==> config.mk <==
export PLATFORM = sky130hd
export DESIGN_NAME = uart_tx_mmio
export DESIGN_NICKNAME = d
export VERILOG_FILES = /design/src/rtl/otter_mmio_pkg.sv /design/src/rtl/sync_fifo.sv /design/src/rtl/uart_tx_mmio.sv
export SDC_FILE = /design/constraint.sdc
export NUM_CORES = 1
export LEC_CHECK = 0
export ABC_AREA = 1
export BUFFER_PORTS_ARGS = -buffer_cell sky130_fd_sc_hd__buf_2
export CAP_MARGIN = 20
export CORE_UTILIZATION = 35
export DETAILED_ROUTE_END_ITERATION = 7
export SYNTH_ARGS = -nofsm -noshare
export SYNTH_HDL_FRONTEND = slang
export SYNTH_SLANG_ARGS = --single-unit
==> constraint.sdc <==
create_clock -name CLK -period 2.7 [get_ports CLK]
set_input_delay 0 -clock CLK [delete_from_list [all_inputs] [get_ports CLK]]
set_output_delay 0 -clock CLK [all_outputs]
set_load 0.005 [all_outputs]
==> src/rtl/otter_mmio_pkg.sv <==
// Shared OTTER MCU memory-mapped I/O definitions: peripheral addresses and
// the UART transmitter state type.
package otter_mmio_pkg;

    localparam logic [31:0] SWITCHES_AD  = 32'h1100_0000;
    localparam logic [31:0] LEDS_AD      = 32'h1100_0020;
    localparam logic [31:0] SSEG_AD      = 32'h1100_0040;
    localparam logic [31:0] UART_DATA_AD = 32'h1100_0060;
    localparam logic [31:0] UART_STAT_AD = 32'h1100_0064;

    typedef enum logic [1:0] {IDLE, START, DATA, STOP} uart_state_t;

    // Clock cycles per line bit, rounded to nearest.
    function automatic int unsigned baud_div(input int unsigned clk_hz, input int unsigned baud);
        return (clk_hz + baud / 2) / baud;
    endfunction

endpackage

==> src/rtl/sync_fifo.sv <==
// Single-clock FIFO with occupancy count. A push into a full FIFO is still
// accepted when a pop happens in the same cycle.
module sync_fifo #(
    parameter int unsigned WIDTH = 8,
    parameter int unsigned DEPTH = 8
) (
    input  logic                         clk_i,
    input  logic                         rst_i,
    input  logic                         push_i,
    input  logic [WIDTH-1:0]             wdata_i,
    input  logic                         pop_i,
    output logic                         push_ok_o,
    output logic [WIDTH-1:0]             rdata_o,
    output logic                         full_o,
    output logic                         empty_o,
    output logic [$clog2(DEPTH+1)-1:0]   count_o
);

    localparam int unsigned PtrW = (DEPTH > 1) ? $clog2(DEPTH) : 1;
    localparam int unsigned CntW = $clog2(DEPTH + 1);

    logic [WIDTH-1:0] mem_q [DEPTH];
    logic [PtrW-1:0]  wr_ptr_q, wr_ptr_d;
    logic [PtrW-1:0]  rd_ptr_q, rd_ptr_d;
    logic [CntW-1:0]  count_q, count_d;
    logic             do_push, do_pop;

    assign full_o    = (count_q == CntW'(DEPTH));
    assign empty_o   = (count_q == '0);
    assign count_o   = count_q;
    assign rdata_o   = mem_q[rd_ptr_q];
    assign do_pop    = pop_i && !empty_o;
    assign do_push   = push_i && (!full_o || do_pop);
    assign push_ok_o = do_push;

    // DEPTH is a power of two, so pointer overflow is the modulo wrap.
    always_comb begin
        wr_ptr_d = wr_ptr_q;
        rd_ptr_d = rd_ptr_q;
        count_d  = count_q;
        if (do_push) begin
            wr_ptr_d = wr_ptr_q + PtrW'(1);
        end
        if (do_pop) begin
            rd_ptr_d = rd_ptr_q + PtrW'(1);
        end
        unique case ({do_push, do_pop})
            2'b10:   count_d = count_q + CntW'(1);
            2'b01:   count_d = count_q - CntW'(1);
            default: count_d = count_q;
        endcase
    end

    always_ff @(posedge clk_i or posedge rst_i) begin
        if (rst_i) begin
            wr_ptr_q <= '0;
            rd_ptr_q <= '0;
            count_q  <= '0;
        end else begin
            wr_ptr_q <= wr_ptr_d;
            rd_ptr_q <= rd_ptr_d;
            count_q  <= count_d;
        end
    end

    always_ff @(posedge clk_i) begin
        if (do_push) begin
            mem_q[wr_ptr_q] <= wdata_i;
        end
    end

endmodule

==> src/rtl/uart_tx_mmio.sv <==
// Memory-mapped 8N1 UART transmitter for the OTTER IOBUS: stores queue bytes
// in a FIFO, a status word is readable combinationally, TX_DONE marks drain.
module uart_tx_mmio
    import otter_mmio_pkg::*;
#(
    parameter int unsigned CLK_HZ     = 50_000_000,
    parameter int unsigned BAUD       = 115200,
    parameter int unsigned FIFO_DEPTH = 8,
    parameter logic [31:0] DATA_AD    = UART_DATA_AD,
    parameter logic [31:0] STAT_AD    = UART_STAT_AD
) (
    input  logic        CLK,
    input  logic        RST,
    input  logic [31:0] IOBUS_ADDR,
    input  logic [31:0] IOBUS_OUT,
    input  logic        IOBUS_WR,
    output logic [31:0] IOBUS_RD,
    output logic        TX,
    output logic        TX_DONE
);

    localparam int unsigned Div    = baud_div(CLK_HZ, BAUD);
    localparam int unsigned CntW   = (Div > 1) ? $clog2(Div) : 1;
    localparam logic [CntW-1:0] DivMax = CntW'(Div - 1);
    localparam int unsigned FcntW  = $clog2(FIFO_DEPTH + 1);

    uart_state_t     state_q, state_d;
    logic [CntW-1:0] baud_q, baud_d;
    logic [7:0]      shift_q, shift_d;
    logic [2:0]      idx_q, idx_d;
    logic            tx_q, tx_d;
    logic            done_q, done_d;
    logic            ovf_q, ovf_d;

    logic             data_wr, stat_wr;
    logic             fifo_pop, push_ok;
    logic             fifo_full, fifo_empty;
    logic [7:0]       fifo_rdata;
    logic [FcntW-1:0] fifo_count;
    logic             baud_end, busy;
    logic             unused_store_bits;

    assign data_wr           = IOBUS_WR && (IOBUS_ADDR == DATA_AD);
    assign stat_wr           = IOBUS_WR && (IOBUS_ADDR == STAT_AD);
    assign baud_end          = (baud_q == DivMax);
    assign busy              = (state_q != IDLE) || (fifo_count != '0);
    assign unused_store_bits = ^IOBUS_OUT[31:8];

    sync_fifo #(
        .WIDTH (8),
        .DEPTH (FIFO_DEPTH)
    ) u_fifo (
        .clk_i     (CLK),
        .rst_i     (RST),
        .push_i    (data_wr),
        .wdata_i   (IOBUS_OUT[7:0]),
        .pop_i     (fifo_pop),
        .push_ok_o (push_ok),
        .rdata_o   (fifo_rdata),
        .full_o    (fifo_full),
        .empty_o   (fifo_empty),
        .count_o   (fifo_count)
    );

    // Set beats clear; the two cannot coincide on a single-address bus anyway.
    always_comb begin
        ovf_d = ovf_q;
        if (stat_wr && IOBUS_OUT[2]) begin
            ovf_d = 1'b0;
        end
        if (data_wr && !push_ok) begin
            ovf_d = 1'b1;
        end
    end

    always_comb begin
        state_d  = state_q;
        baud_d   = baud_q;
        shift_d  = shift_q;
        idx_d    = idx_q;
        tx_d     = tx_q;
        done_d   = 1'b0;
        fifo_pop = 1'b0;
        unique case (state_q)
            IDLE: begin
                tx_d = 1'b1;
                if (!fifo_empty) begin
                    fifo_pop = 1'b1;
                    shift_d  = fifo_rdata;
                    baud_d   = '0;
                    tx_d     = 1'b0;
                    state_d  = START;
                end
            end
            START: begin
                if (baud_end) begin
                    baud_d  = '0;
                    idx_d   = '0;
                    tx_d    = shift_q[0];
                    state_d = DATA;
                end else begin
                    baud_d = baud_q + CntW'(1);
                end
            end
            DATA: begin
                if (baud_end) begin
                    baud_d = '0;
                    if (idx_q == 3'd7) begin
                        tx_d    = 1'b1;
                        state_d = STOP;
                    end else begin
                        shift_d = shift_q >> 1;
                        idx_d   = idx_q + 3'd1;
                        tx_d    = shift_q[1];
                    end
                end else begin
                    baud_d = baud_q + CntW'(1);
                end
            end
            STOP: begin
                if (baud_end) begin
                    baud_d = '0;
                    if (!fifo_empty) begin
                        // Chain straight into the next start bit, no idle gap.
                        fifo_pop = 1'b1;
                        shift_d  = fifo_rdata;
                        tx_d     = 1'b0;
                        state_d  = START;
                    end else begin
                        tx_d    = 1'b1;
                        done_d  = 1'b1;
                        state_d = IDLE;
                    end
                end else begin
                    baud_d = baud_q + CntW'(1);
                end
            end
            default: begin
                state_d = IDLE;
            end
        endcase
    end

    always_ff @(posedge CLK or posedge RST) begin
        if (RST) begin
            state_q <= IDLE;
            baud_q  <= '0;
            shift_q <= '0;
            idx_q   <= '0;
            tx_q    <= 1'b1;
            done_q  <= 1'b0;
            ovf_q   <= 1'b0;
        end else begin
            state_q <= state_d;
            baud_q  <= baud_d;
            shift_q <= shift_d;
            idx_q   <= idx_d;
            tx_q    <= tx_d;
            done_q  <= done_d;
            ovf_q   <= ovf_d;
        end
    end

    always_comb begin
        IOBUS_RD = '0;
        if (IOBUS_ADDR == STAT_AD) begin
            IOBUS_RD = {29'b0, ovf_q, fifo_full, busy};
        end
    end

    assign TX      = tx_q;
    assign TX_DONE = done_q;

endmodule

==> flow_metrics.env <==
export IMPL_max_freq_mhz=412
export IMPL_h_tree_depth=3
export IMPL_multi_input_area_um2=1780
export IMPL_syn_inst=521
export IMPL_worst_slew_pin_slew_ps=598
export IMPL_fillerInstances=1311
export IMPL_rsz0062_at_grt="no"
export IMPL_leakagePower_nw=2.53
export IMPL_yosysWarnings=0
export IMPL_final_antenna_net_count=0
export IMPL_cts_root_buf="clkbuf_16"
export IMPL_vias=3604
export IMPL_nNetsFinal=673
export IMPL_cts_sink_count=99
export IMPL_drive_gt1_share_pct=16.8
export IMPL_reg2reg_depth=21
export IMPL_worst_hold_path_num_cells=6
export IMPL_cts_clk_slew_worst_paths_ps=70
export IMPL_vias_per_cell=4.64
export IMPL_maxCapViolations=0
export IMPL_overflow=0
export IMPL_grt_usage_pct=14.9
export IMPL_outcome="completed"
export IMPL_seq_area_frac_synth_pct=56.4
export IMPL_grt_use_met3_pct=3.43
export IMPL_synth_seq_cells=99
export IMPL_switchingPower_mw=0.647
export IMPL_finClkSkew_ps=9.99
export IMPL_slew_viol_final=0
export IMPL_ys_types=35
export IMPL_met1_usage_pct=17.9
export IMPL_die_h_um=121
export IMPL_insertion_delay_ps=340
export IMPL_p_sw_share_pct=21.9
export IMPL_rows=43
export IMPL_pwr_share_seq_pct=54.6
export IMPL_crit_arrival_ps=2670
export IMPL_grt_busiest_layer="met2"
export IMPL_synth_async_reset_ratio_pct=35.4
export IMPL_synth_edf_count=64
export IMPL_first_global_vias=3589
export IMPL_initial_core_util_pct=35.9
export IMPL_finalHoldViolCount=0
export IMPL_io_pins=101
export IMPL_cp_max_fo=5
export IMPL_grtUsageMet2_pct=26.5
export IMPL_core_um2=13800
export IMPL_wl_per_cell_um=12.7
export IMPL_synth_avg_cell_area_um2=9.52
export IMPL_path_class="register to register"
export IMPL_gp_congestion=0.803
export IMPL_drt_total_wl_um=9860
export IMPL_drc=0
export IMPL_die_x_um=121
export IMPL_final_seq_area_um2=2800
export IMPL_r2r_setup_slack_ps=270
export IMPL_antenna_found_initial=0
export IMPL_peakVddDrop_v=0.000470
export IMPL_required_ps=2940
export IMPL_hp_class="input pin to register"
export IMPL_antennaDiodeCount=0
export IMPL_intPower_mw=2.31
export IMPL_holdWs_ps=135
export IMPL_drt_first_pass_iters=4
export IMPL_cts_tree="done"
export IMPL_die_area_um2=14700
export IMPL_grt_max_degree=36
export IMPL_clkPwrFrac_pct=42.0
export IMPL_grt_pass1_wl_um=16900
export IMPL_drt_initial_drc_count=162
export IMPL_syn2layout_area_growth_pct=16.6
export IMPL_period_needed_ps=2430
export IMPL_start_kind="register"
export IMPL_slew_headroom_pct=59.9
export IMPL_netlist_area_um2=4960
export IMPL_comb_power_share_pct=3.4
export IMPL_finalCritPeriodShare_pct=89.9
export IMPL_fin_area_um2=5780
export IMPL_powerDensity_nw_per_um2=511
export IMPL_fin_setup_tns_ps=0
export IMPL_synth_ff_type="edfxtp_1"
export IMPL_placed_cell_area_um2=5370
export IMPL_clk_path_buf_depth=2
export IMPL_hpwl_um=6740
export IMPL_portBuffers=47
export IMPL_cts_buffers=9
export IMPL_crit_path_end_kind="register"
export IMPL_finalSetupViolCount=0
## power groups by stage
| stage | registers (mW) | logic (mW) | clock network (mW) |
|---|---|---|---|
| CTS | 1.61 | 0.101 | 1.27 |
| detailed placement | 1.65 | 0.0885 | 0 |
| finish | 1.62 | 0.0998 | 1.24 |
| floorplan | 1.65 | 0.0665 | 0 |
| global route | 1.61 | 0.118 | 1.33 |
| global placement | 1.65 | 0.0845 | 0 |
## repair_timing
action	CTS	global route
endpoints found under the setup margin	0	1
buffers inserted	0	0
endpoints found under the hold margin	99	0
resized for setup	0	2
hold buffers	11	0
## worst max-delay path, stage by stage, from the launching register on
cell and delay, ps:
dfrtp_1 390, inv_1 80, ha_1 130, inv_1 40
nor2_2 120, nand2_4 80, nor2_8 110, nand2_2 60
nand2_2 70, nand2_4 70, inv_2 90, nand2_2 90
inv_1 80, ha_1 270, nand2_1 90, nand2_1 70
a31oi_2 180, nand2_1 100, nand2_1 70, nand2_1 40
nand2_1 50, inv_1 30
## flip-flops by register name (all words and copies together) (netlist names)
name	flops
u_fifo.rd_ptr_q	3
ovf_q	1
baud_q	9
u_fifo.mem_q	64
TX	1
u_fifo.count_o	4
TX_DONE	1
shift_q	8
u_fifo.wr_ptr_q	3
state_q	2
idx_q	3
## path summary, 6_finish.rpt
| kind | from | endpoint |
|---|---|---|
| setup / recovery | baud_q[1] | u_fifo.count_o[3] |
| hold / removal | IOBUS_ADDR[30] | ovf_q |
| setup reg to reg | baud_q[1] | u_fifo.count_o[3] |
| hold reg to reg | baud_q[8] | baud_q[8] |
| max in group asynchronous | RST | TX |
| min in group asynchronous | RST | baud_q[0] |
## per-stage QoR
step	util, %	setup WS (ps)	power (mW)	instances
2_1_floorplan	-	239	1.71	549
3_3_place_gp	38.8	319	1.73	750
3_5_place_dp	38.8	216	1.74	750
4_1_cts	41.8	201	2.99	777
5_1_grt	41.8	5.21	3.06	777
6_report	41.8	272	2.96	777
## Yosys cell counts (2+ instances only)
| cell | count | area share (%) |
|---|---|---|
| xor2_1 | 6 | 1.1 |
| a21oi_1 | 8 | 0.81 |
| dfrtp_1 | 34 | 17 |
| nand3_1 | 18 | 1.8 |
| inv_1 | 56 | 4.2 |
| nor2_1 | 62 | 4.7 |
| inv_2 | 7 | 0.53 |
| a31oi_1 | 3 | 0.38 |
| edfxtp_1 | 64 | 39 |
| nand2_4 | 4 | 0.91 |
| nand4_1 | 2 | 0.25 |
| clkbuf_1 | 10 | 0.76 |
| buf_4 | 29 | 4.4 |
| o221ai_1 | 3 | 0.53 |
| nor3_1 | 20 | 2.0 |
| o21ai_0 | 46 | 4.6 |
| ha_1 | 13 | 3.3 |
| nand2_2 | 5 | 0.63 |
| nand2_1 | 90 | 6.8 |
| nor2_2 | 4 | 0.50 |
| o211ai_1 | 8 | 1.2 |
| o21ai_1 | 4 | 0.40 |
| o22ai_1 | 13 | 1.6 |
## cell usage in the layout (no fill, tap or decap), types with 4 or more instances in the layout
cell	synthesis	routed
dlygate4sd3_1	0	11
nor2_1	62	61
nand3_1	18	18
nor3_1	20	20
o21ai_0	46	46
inv_2	7	7
nand2_4	4	4
clkbuf_16	0	9
inv_1	56	56
o211ai_1	8	8
edfxtp_1	64	64
o21ai_1	4	4
nand2_2	5	5
buf_4	29	13
xor2_1	6	6
conb_1	1	29
o22ai_1	13	13
nand2_1	90	90
ha_1	13	13
dfrtp_1	34	34
buf_2	0	47
nor2_2	4	5
a21oi_1	8	8
## routing by layer
layer,wire length (um),vias to the layer above
met5,0,-
met4,95,0
met3,517,8
met2,4990,94
met1,4260,1672
li1,-,1830
## area by class of cell
class	instances	share of cell area (%)
Clock buffer	9	3.89
Clock inverter	7	1.21
Inverter	64	4.15
Multi-Input combinational cell	347	30.8
Sequential cell	99	48.4
Tap cell	180	3.89
Timing Repair Buffer	71	7.66
## logic make-up after synthesis
family                   Yosys count  share of synthesized area, %
adder cells (fa/ha/maj)           14                          3.68
XOR/XNOR                           6                          1.06
buffers and inverters            103                          9.99
AND/OR/NAND/NOR                  208                          18.4
other                              1                        0.0756
flip-flops                        99                          56.4
AO/OA/AOI/OAI                     90                          10.4
No activity file was read; power rests on OpenSTA's default activity.
